## src/rtl/tinker_run_monitor.sv

```systemverilog
// ---------------------------------------------------------------------------
// tinker_run_monitor
//
// Run controller and monitor that sits beside tinker_core. It sequences the
// core reset, counts RUN cycles and retired instructions, stops on halt or on
// a watchdog timeout, and keeps a circular trace of retired {PC, instruction}
// pairs that can be drained through a pop handshake.
//
// Ports:
//   clk            system clock, all logic on the rising edge
//   reset          synchronous active-high reset
//   start          one-cycle pulse, (re)starts a run from any state
//   hlt_in         halt flag from the core
//   instr_valid    an instruction retires this cycle
//   pc_in          PC of the retiring instruction
//   instr_in       retiring instruction word
//   core_reset     reset to the core (high in IDLE and RESET_HOLD)
//   running        state is RUN
//   done           state is HALTED or TIMEOUT
//   halted         run ended by hlt_in
//   timed_out      run ended by the watchdog
//   cycle_count    RUN cycles elapsed (saturating)
//   retired_count  instructions retired this run (saturating)
//   trace_rd_en    pop the oldest trace entry
//   trace_rd_valid registered one-cycle pulse: read data valid
//   trace_rd_pc    popped PC
//   trace_rd_instr popped instruction
//   trace_count    entries currently held
//   trace_overflow sticky: an entry was overwritten
// ---------------------------------------------------------------------------
module tinker_run_monitor #(
    parameter int PC_W         = 64,
    parameter int INSTR_W      = 32,
    parameter int CNT_W        = 32,
    parameter int RESET_CYCLES = 1,
    parameter int MAX_CYCLES   = 1000,
    parameter int TRACE_DEPTH  = 16,
    parameter int AUTO_START   = 1
) (
    input  logic                           clk,
    input  logic                           reset,
    input  logic                           start,
    input  logic                           hlt_in,
    input  logic                           instr_valid,
    input  logic [PC_W-1:0]                pc_in,
    input  logic [INSTR_W-1:0]             instr_in,
    output logic                           core_reset,
    output logic                           running,
    output logic                           done,
    output logic                           halted,
    output logic                           timed_out,
    output logic [CNT_W-1:0]               cycle_count,
    output logic [CNT_W-1:0]               retired_count,
    input  logic                           trace_rd_en,
    output logic                           trace_rd_valid,
    output logic [PC_W-1:0]                trace_rd_pc,
    output logic [INSTR_W-1:0]             trace_rd_instr,
    output logic [$clog2(TRACE_DEPTH):0]   trace_count,
    output logic                           trace_overflow
);
    localparam int AW = $clog2(TRACE_DEPTH);
    localparam int CW = AW + 1;
    localparam int HW = (RESET_CYCLES > 1) ? $clog2(RESET_CYCLES) : 1;
    localparam int EW = PC_W + INSTR_W;

    typedef enum logic [2:0] {IDLE, RESET_HOLD, RUN, HALTED, TIMEOUT} state_t;

    state_t             state_reg, state_next;
    logic [HW-1:0]      hold_reg;
    logic [CNT_W-1:0]   cycle_reg, retired_reg;
    logic [AW-1:0]      wr_ptr_reg, rd_ptr_reg;
    logic [CW-1:0]      count_reg;
    logic               overflow_reg;
    logic               rd_valid_reg;
    logic [PC_W-1:0]    rd_pc_reg;
    logic [INSTR_W-1:0] rd_instr_reg;
    logic [EW-1:0]      trace_mem [TRACE_DEPTH];

    logic hold_done, watchdog_hit, full, push, pop;

    assign hold_done = (hold_reg == HW'(RESET_CYCLES - 1));
    assign full      = (count_reg == CW'(TRACE_DEPTH));
    // A start in RUN aborts the run, so the same-cycle retire is not traced.
    assign push      = (state_reg == RUN) && instr_valid && !start;
    assign pop       = trace_rd_en && (count_reg != '0);

    generate
        if (MAX_CYCLES != 0) begin : g_watchdog
            assign watchdog_hit = (cycle_reg == CNT_W'(MAX_CYCLES - 1));
        end else begin : g_no_watchdog
            assign watchdog_hit = 1'b0;
        end
    endgenerate

    // State register
    always_ff @(posedge clk) begin
        if (reset) begin
            state_reg <= (AUTO_START != 0) ? RESET_HOLD : IDLE;
        end else begin
            state_reg <= state_next;
        end
    end

    // Next-state logic: start outranks halt, halt outranks the watchdog.
    always_comb begin
        state_next = state_reg;
        case (state_reg)
            IDLE:       if (start) state_next = RESET_HOLD;
            RESET_HOLD: if (start) state_next = RESET_HOLD;
                        else if (hold_done) state_next = RUN;
            RUN:        if (start) state_next = RESET_HOLD;
                        else if (hlt_in) state_next = HALTED;
                        else if (watchdog_hit) state_next = TIMEOUT;
            HALTED,
            TIMEOUT:    if (start) state_next = RESET_HOLD;
            default:    state_next = IDLE;
        endcase
    end

    // Output decode
    always_comb begin
        core_reset = (state_reg == IDLE) || (state_reg == RESET_HOLD);
        running    = (state_reg == RUN);
        halted     = (state_reg == HALTED);
        timed_out  = (state_reg == TIMEOUT);
        done       = halted || timed_out;
    end

    // Hold timer, counters and trace pointers. Every start re-enters
    // RESET_HOLD, so start alone is the "entry" condition that clears a run.
    always_ff @(posedge clk) begin
        if (reset || start) begin
            hold_reg     <= '0;
            cycle_reg    <= '0;
            retired_reg  <= '0;
            wr_ptr_reg   <= '0;
            rd_ptr_reg   <= '0;
            count_reg    <= '0;
            overflow_reg <= 1'b0;
        end else begin
            if (state_reg == RESET_HOLD && !hold_done) begin
                hold_reg <= hold_reg + 1'b1;
            end
            if (state_reg == RUN) begin
                if (cycle_reg != '1) begin
                    cycle_reg <= cycle_reg + 1'b1;
                end
                if (instr_valid && retired_reg != '1) begin
                    retired_reg <= retired_reg + 1'b1;
                end
            end
            if (push) begin
                wr_ptr_reg <= wr_ptr_reg + 1'b1;
            end
            // When full, the write slot equals the oldest slot, so a push
            // alone must also drop the oldest entry.
            if (pop || (push && full)) begin
                rd_ptr_reg <= rd_ptr_reg + 1'b1;
            end
            if (push && !pop && full) begin
                overflow_reg <= 1'b1;
            end
            if (push && !pop && !full) begin
                count_reg <= count_reg + 1'b1;
            end else if (pop && !push) begin
                count_reg <= count_reg - 1'b1;
            end
        end
    end

    // Trace storage: no reset so it maps onto block RAM.
    always_ff @(posedge clk) begin
        if (push) begin
            trace_mem[wr_ptr_reg] <= {pc_in, instr_in};
        end
    end

    // Registered read port. The read sees the pre-write contents, so a
    // full-buffer push+pop returns the oldest entry, not the new one.
    always_ff @(posedge clk) begin
        if (reset) begin
            rd_valid_reg <= 1'b0;
            rd_pc_reg    <= '0;
            rd_instr_reg <= '0;
        end else begin
            rd_valid_reg <= pop;
            if (pop) begin
                {rd_pc_reg, rd_instr_reg} <= trace_mem[rd_ptr_reg];
            end
        end
    end

    assign cycle_count    = cycle_reg;
    assign retired_count  = retired_reg;
    assign trace_rd_valid = rd_valid_reg;
    assign trace_rd_pc    = rd_pc_reg;
    assign trace_rd_instr = rd_instr_reg;
    assign trace_count    = count_reg;
    assign trace_overflow = overflow_reg;

endmodule

```

## config.mk

```make
export PLATFORM = sky130hd
export DESIGN_NAME = tinker_run_monitor
export DESIGN_NICKNAME = d
export VERILOG_FILES = /design/src/rtl/tinker_run_monitor.sv
export SDC_FILE = /design/constraint.sdc
export NUM_CORES = 2
export LEC_CHECK = 0
export BUFFER_PORTS_ARGS = -buffer_cell sky130_fd_sc_hd__buf_2
export CORE_MARGIN = 2
export CORE_UTILIZATION = 45
export CTS_BUF_LIST = sky130_fd_sc_hd__clkbuf_4 sky130_fd_sc_hd__clkbuf_8 sky130_fd_sc_hd__clkbuf_16
export CTS_CLUSTER_SIZE = 16
export DETAILED_ROUTE_END_ITERATION = 10
export GPL_TIMING_DRIVEN = 0
export PLACE_DENSITY = 0.6
export SKIP_LAST_GASP = 1
export SLEW_MARGIN = 40
export SYNTH_ARGS = -nofsm -noshare
export SYNTH_HDL_FRONTEND = slang
export SYNTH_SLANG_ARGS = --single-unit
```

## constraint.sdc

```tcl
create_clock -name clk -period 21.4 [get_ports clk]
set_input_delay 4.28 -clock clk [delete_from_list [all_inputs] [get_ports clk]]
set_output_delay 4.28 -clock clk [all_outputs]
set_load 0.005 [all_outputs]
```

==> metrics.yaml <==
run_status:
  status: "finished, final reports clean"
layout:
  n_fill_cell: 11100
  top_register: "trace_mem"
  area_growth_pct: 19.6
  num-nets-final: 3857
  drive_gt1_share_pct: 32.6
  final_cell_area_mm2: 0.0775
  largest_reg_flops: 1536
  multi_input_area_mm2: 0.0144
  layout_common_cells: "edfxtp_1, mux4_2, buf_2, clkbuf_16, dfxtp_1"
  final_common_cell: "edfxtp_1"
  seqCellArea_mm2: 0.0497
detailed_routing:
  wl_per_cell_um: 27.7
  drc: 0
  ant_nets: 0
  wl_um: 161000
  first_iter_violations: 3351
  vias: 33400
  dr.pass1.iters: 6
  viasPerCell: 5.75
placed_design:
  hpwl_um: 108000
  placed_cell_area_mm2: 0.0715
  dp_slack_ns: 13.43
  port_buffers: 272
  gp_congestion: 0.791
sta:
  fin_crit_ns: 7.13
  fin_worst_skew_ns: 0.0245
  layout_setup_ws_ns: 14.27
  rsz0062_at_grt: "false"
  setup_viol: 0
  worst_pin_slew_ns: 0.889
  hold_violations: 0
  max_freq_mhz: 140
  finalSetupTns_ns: 0
  whs_ns: 0.433
  drv_slew: 0
  relSlewSlack_pct: 40.8
  fin_crit_sh_pct: 33.3
die:
  rows: 139
  coreArea_mm2: 0.143
  dieHeight_um: 383
  start_util_pct: 45.2
  die_area_mm2: 0.147
  io_pins: 274
  die_w_um: 383
grt:
  grt_pass1_wl_um: 234000
  grt_max_degree: 17
  grt.total_usage_pct: 22.0
  overflow: 0
  antenna_found_initial: 25
  first_global_vias: 33900
synthesis:
  synth_area_mm2: 0.0648
  ys_warn_count: 0
  synth-async-reset-ratio_pct: 0
  netlist.area_leader.share_pct: 71.2
  ys_ff_latch: 1715
  synth_edf_count: 1536
  synth_top_area_cell: "edfxtp_1"
  syn_avg_cell_area_um2: 20.9
  synth_cell_types: 60
  ys_seq_area_share_pct: 76.8
  synth_ff_type: "edfxtp_1"
  netlist_instances: 3101
  yosys-top-cells-area: "edfxtp_1, mux4_2, dfxtp_1, mux2i_1, a22o_1"
  synth_nets: 3215
pwr:
  internal_power_mw: 5.49
  vdd_drop_max_mv: 0.0672
  power_switching_mw: 1.36
  seq_power_share_pct: 53.3
  finalPower_mw: 6.85
  combPwrFrac_pct: 1.7
  switching_share_pct: 19.8
  clockPowerShare_pct: 45.0
  p_leak_nw: 24.8
  power.density_mw_per_mm2: 88.4
critical_path:
  critPathMaxFanout: 10
  r2r.worst_path.cells: 14
  critPathLaunchType: "input port"
  arrival_ns: 7.63
  critPathKind: "input port to flop"
  slowest_delay_ns: 0.42
  path_cells: "buf_2 > clkbuf_1 > nor2_1 > nand2_1 > nor3_2 > buf_4 > buf_4 > buf_4 > buf_2 > buf_4 > buf_2 > buf_4 > buf_2 > buf_4"
  end_kind: "flop"
  required_ns: 21.90
  cp_slowest_cell: "nor3_2"
  critPathMostFrequentCell: "buf_4"
hold_path:
  hold_depth: 2
  min_path_type: "flop to flop"
clocking:
  cts_root_buf: "clkbuf_16"
  path_clk_slew_ns: 0.06
  clock-sinks: 1715
  cts_tree: "done"
  cts_buffers: 176
  ctsResizeCount: 0
  cts_hold_buf: 0
  cts_max_level: 4
  clockBufferDepth: 3
  cts_setup_buffers: 0
  clk_latency_ns: 0.81
run:
  cap_violations: 0
worst paths after layout:
path / from / end / slack, ns
worst max register to register: state_reg[0] / trace_mem[3][37] / 17.47
worst min register to register: hold_reg / hold_reg / 0.43
worst max-delay path: start / trace_mem[3][37] / 14.27
worst min-delay path: hold_reg / hold_reg / 0.43
worst max-delay path: cells and delay by family:
| family | cells | cell delay, ns |
|---|---|---|
| buffers and inverters | 11 | 2.23 |
| AND/OR/NAND/NOR | 3 | 1.12 |
metrics by stage:
stage	cells	util (%)
finish	5805	54.0
global route	5799	54.0
CTS	5797	54.0
detailed placement	5467	49.9
global placement	5276	47.8
floorplan	3101	-
cell usage after synthesis (all sizes together), types with 2 or more instances:
cell type,instances
nor3,8
o311ai,4
nor2,71
ha,11
and2,2
inv,18
a41o,3
and4,11
nor4,9
nand4,23
a31o,7
or4,7
nor4b,3
clkbuf,105
and3,5
o31ai,2
or2,3
o211ai,3
xor2,9
mux2i,99
a22oi,96
xnor2,26
o41ai,4
dfxtp,179
a211o,2
nand3b,2
o21ai,125
buf,73
nand2b,5
a211oi,9
nand3,25
edfxtp,1536
nand2,39
nor2b,3
o2111ai,2
a2111oi,4
a21oi,38
mux4,384
a22o,96
or3,26
a31oi,12
routing by layer:
| layer | global-route usage [%] | share of wire, % |
|---|---|---|
| met3 | 4.91 | 7.1 |
| met5 | 0 | 0.11 |
| met4 | 6.50 | 2.4 |
| met1 | 30.5 | 42 |
| met2 | 35.1 | 48 |
kinds of logic (layout without fill, tap and decap cells):
kind of cell,Yosys count,in the layout,share of synthesized area (%)
AOI/OAI and AO/OA,413,413,4.39
muxes,483,483,14.9
and+or+nand+nor,247,247,2.02
buffers and inverters,196,990,1.22
other,0,7,0
xor gates and xnor gates,35,35,0.473
adders and majority gates,12,12,0.243
DFF,1715,1715,76.8
power groups by stage:
stage	Clock [mW]	Sequential (mW)	Combinational [mW]
2_1_floorplan	0	3.72	0.0431
3_3_place_gp	0	3.72	0.112
3_5_place_dp	0	3.72	0.118
4_1_cts	3.13	3.65	0.118
5_1_grt	3.26	3.65	0.128
6_report	3.08	3.65	0.116
area by class of cell:
| type | count | area share [%] |
|---|---|---|
| Antenna cell | 7 | 0.0226 |
| Buffer | 178 | 0.989 |
| Clock buffer | 245 | 6.54 |
| Clock inverter | 85 | 1.07 |
| Inverter | 18 | 0.0872 |
| Multi-Input combinational cell | 1190 | 18.6 |
| Sequential cell | 1715 | 64.2 |
| Tap cell | 1903 | 3.07 |
| Timing Repair Buffer | 464 | 5.44 |
Power figures use the tool's default switching activity.
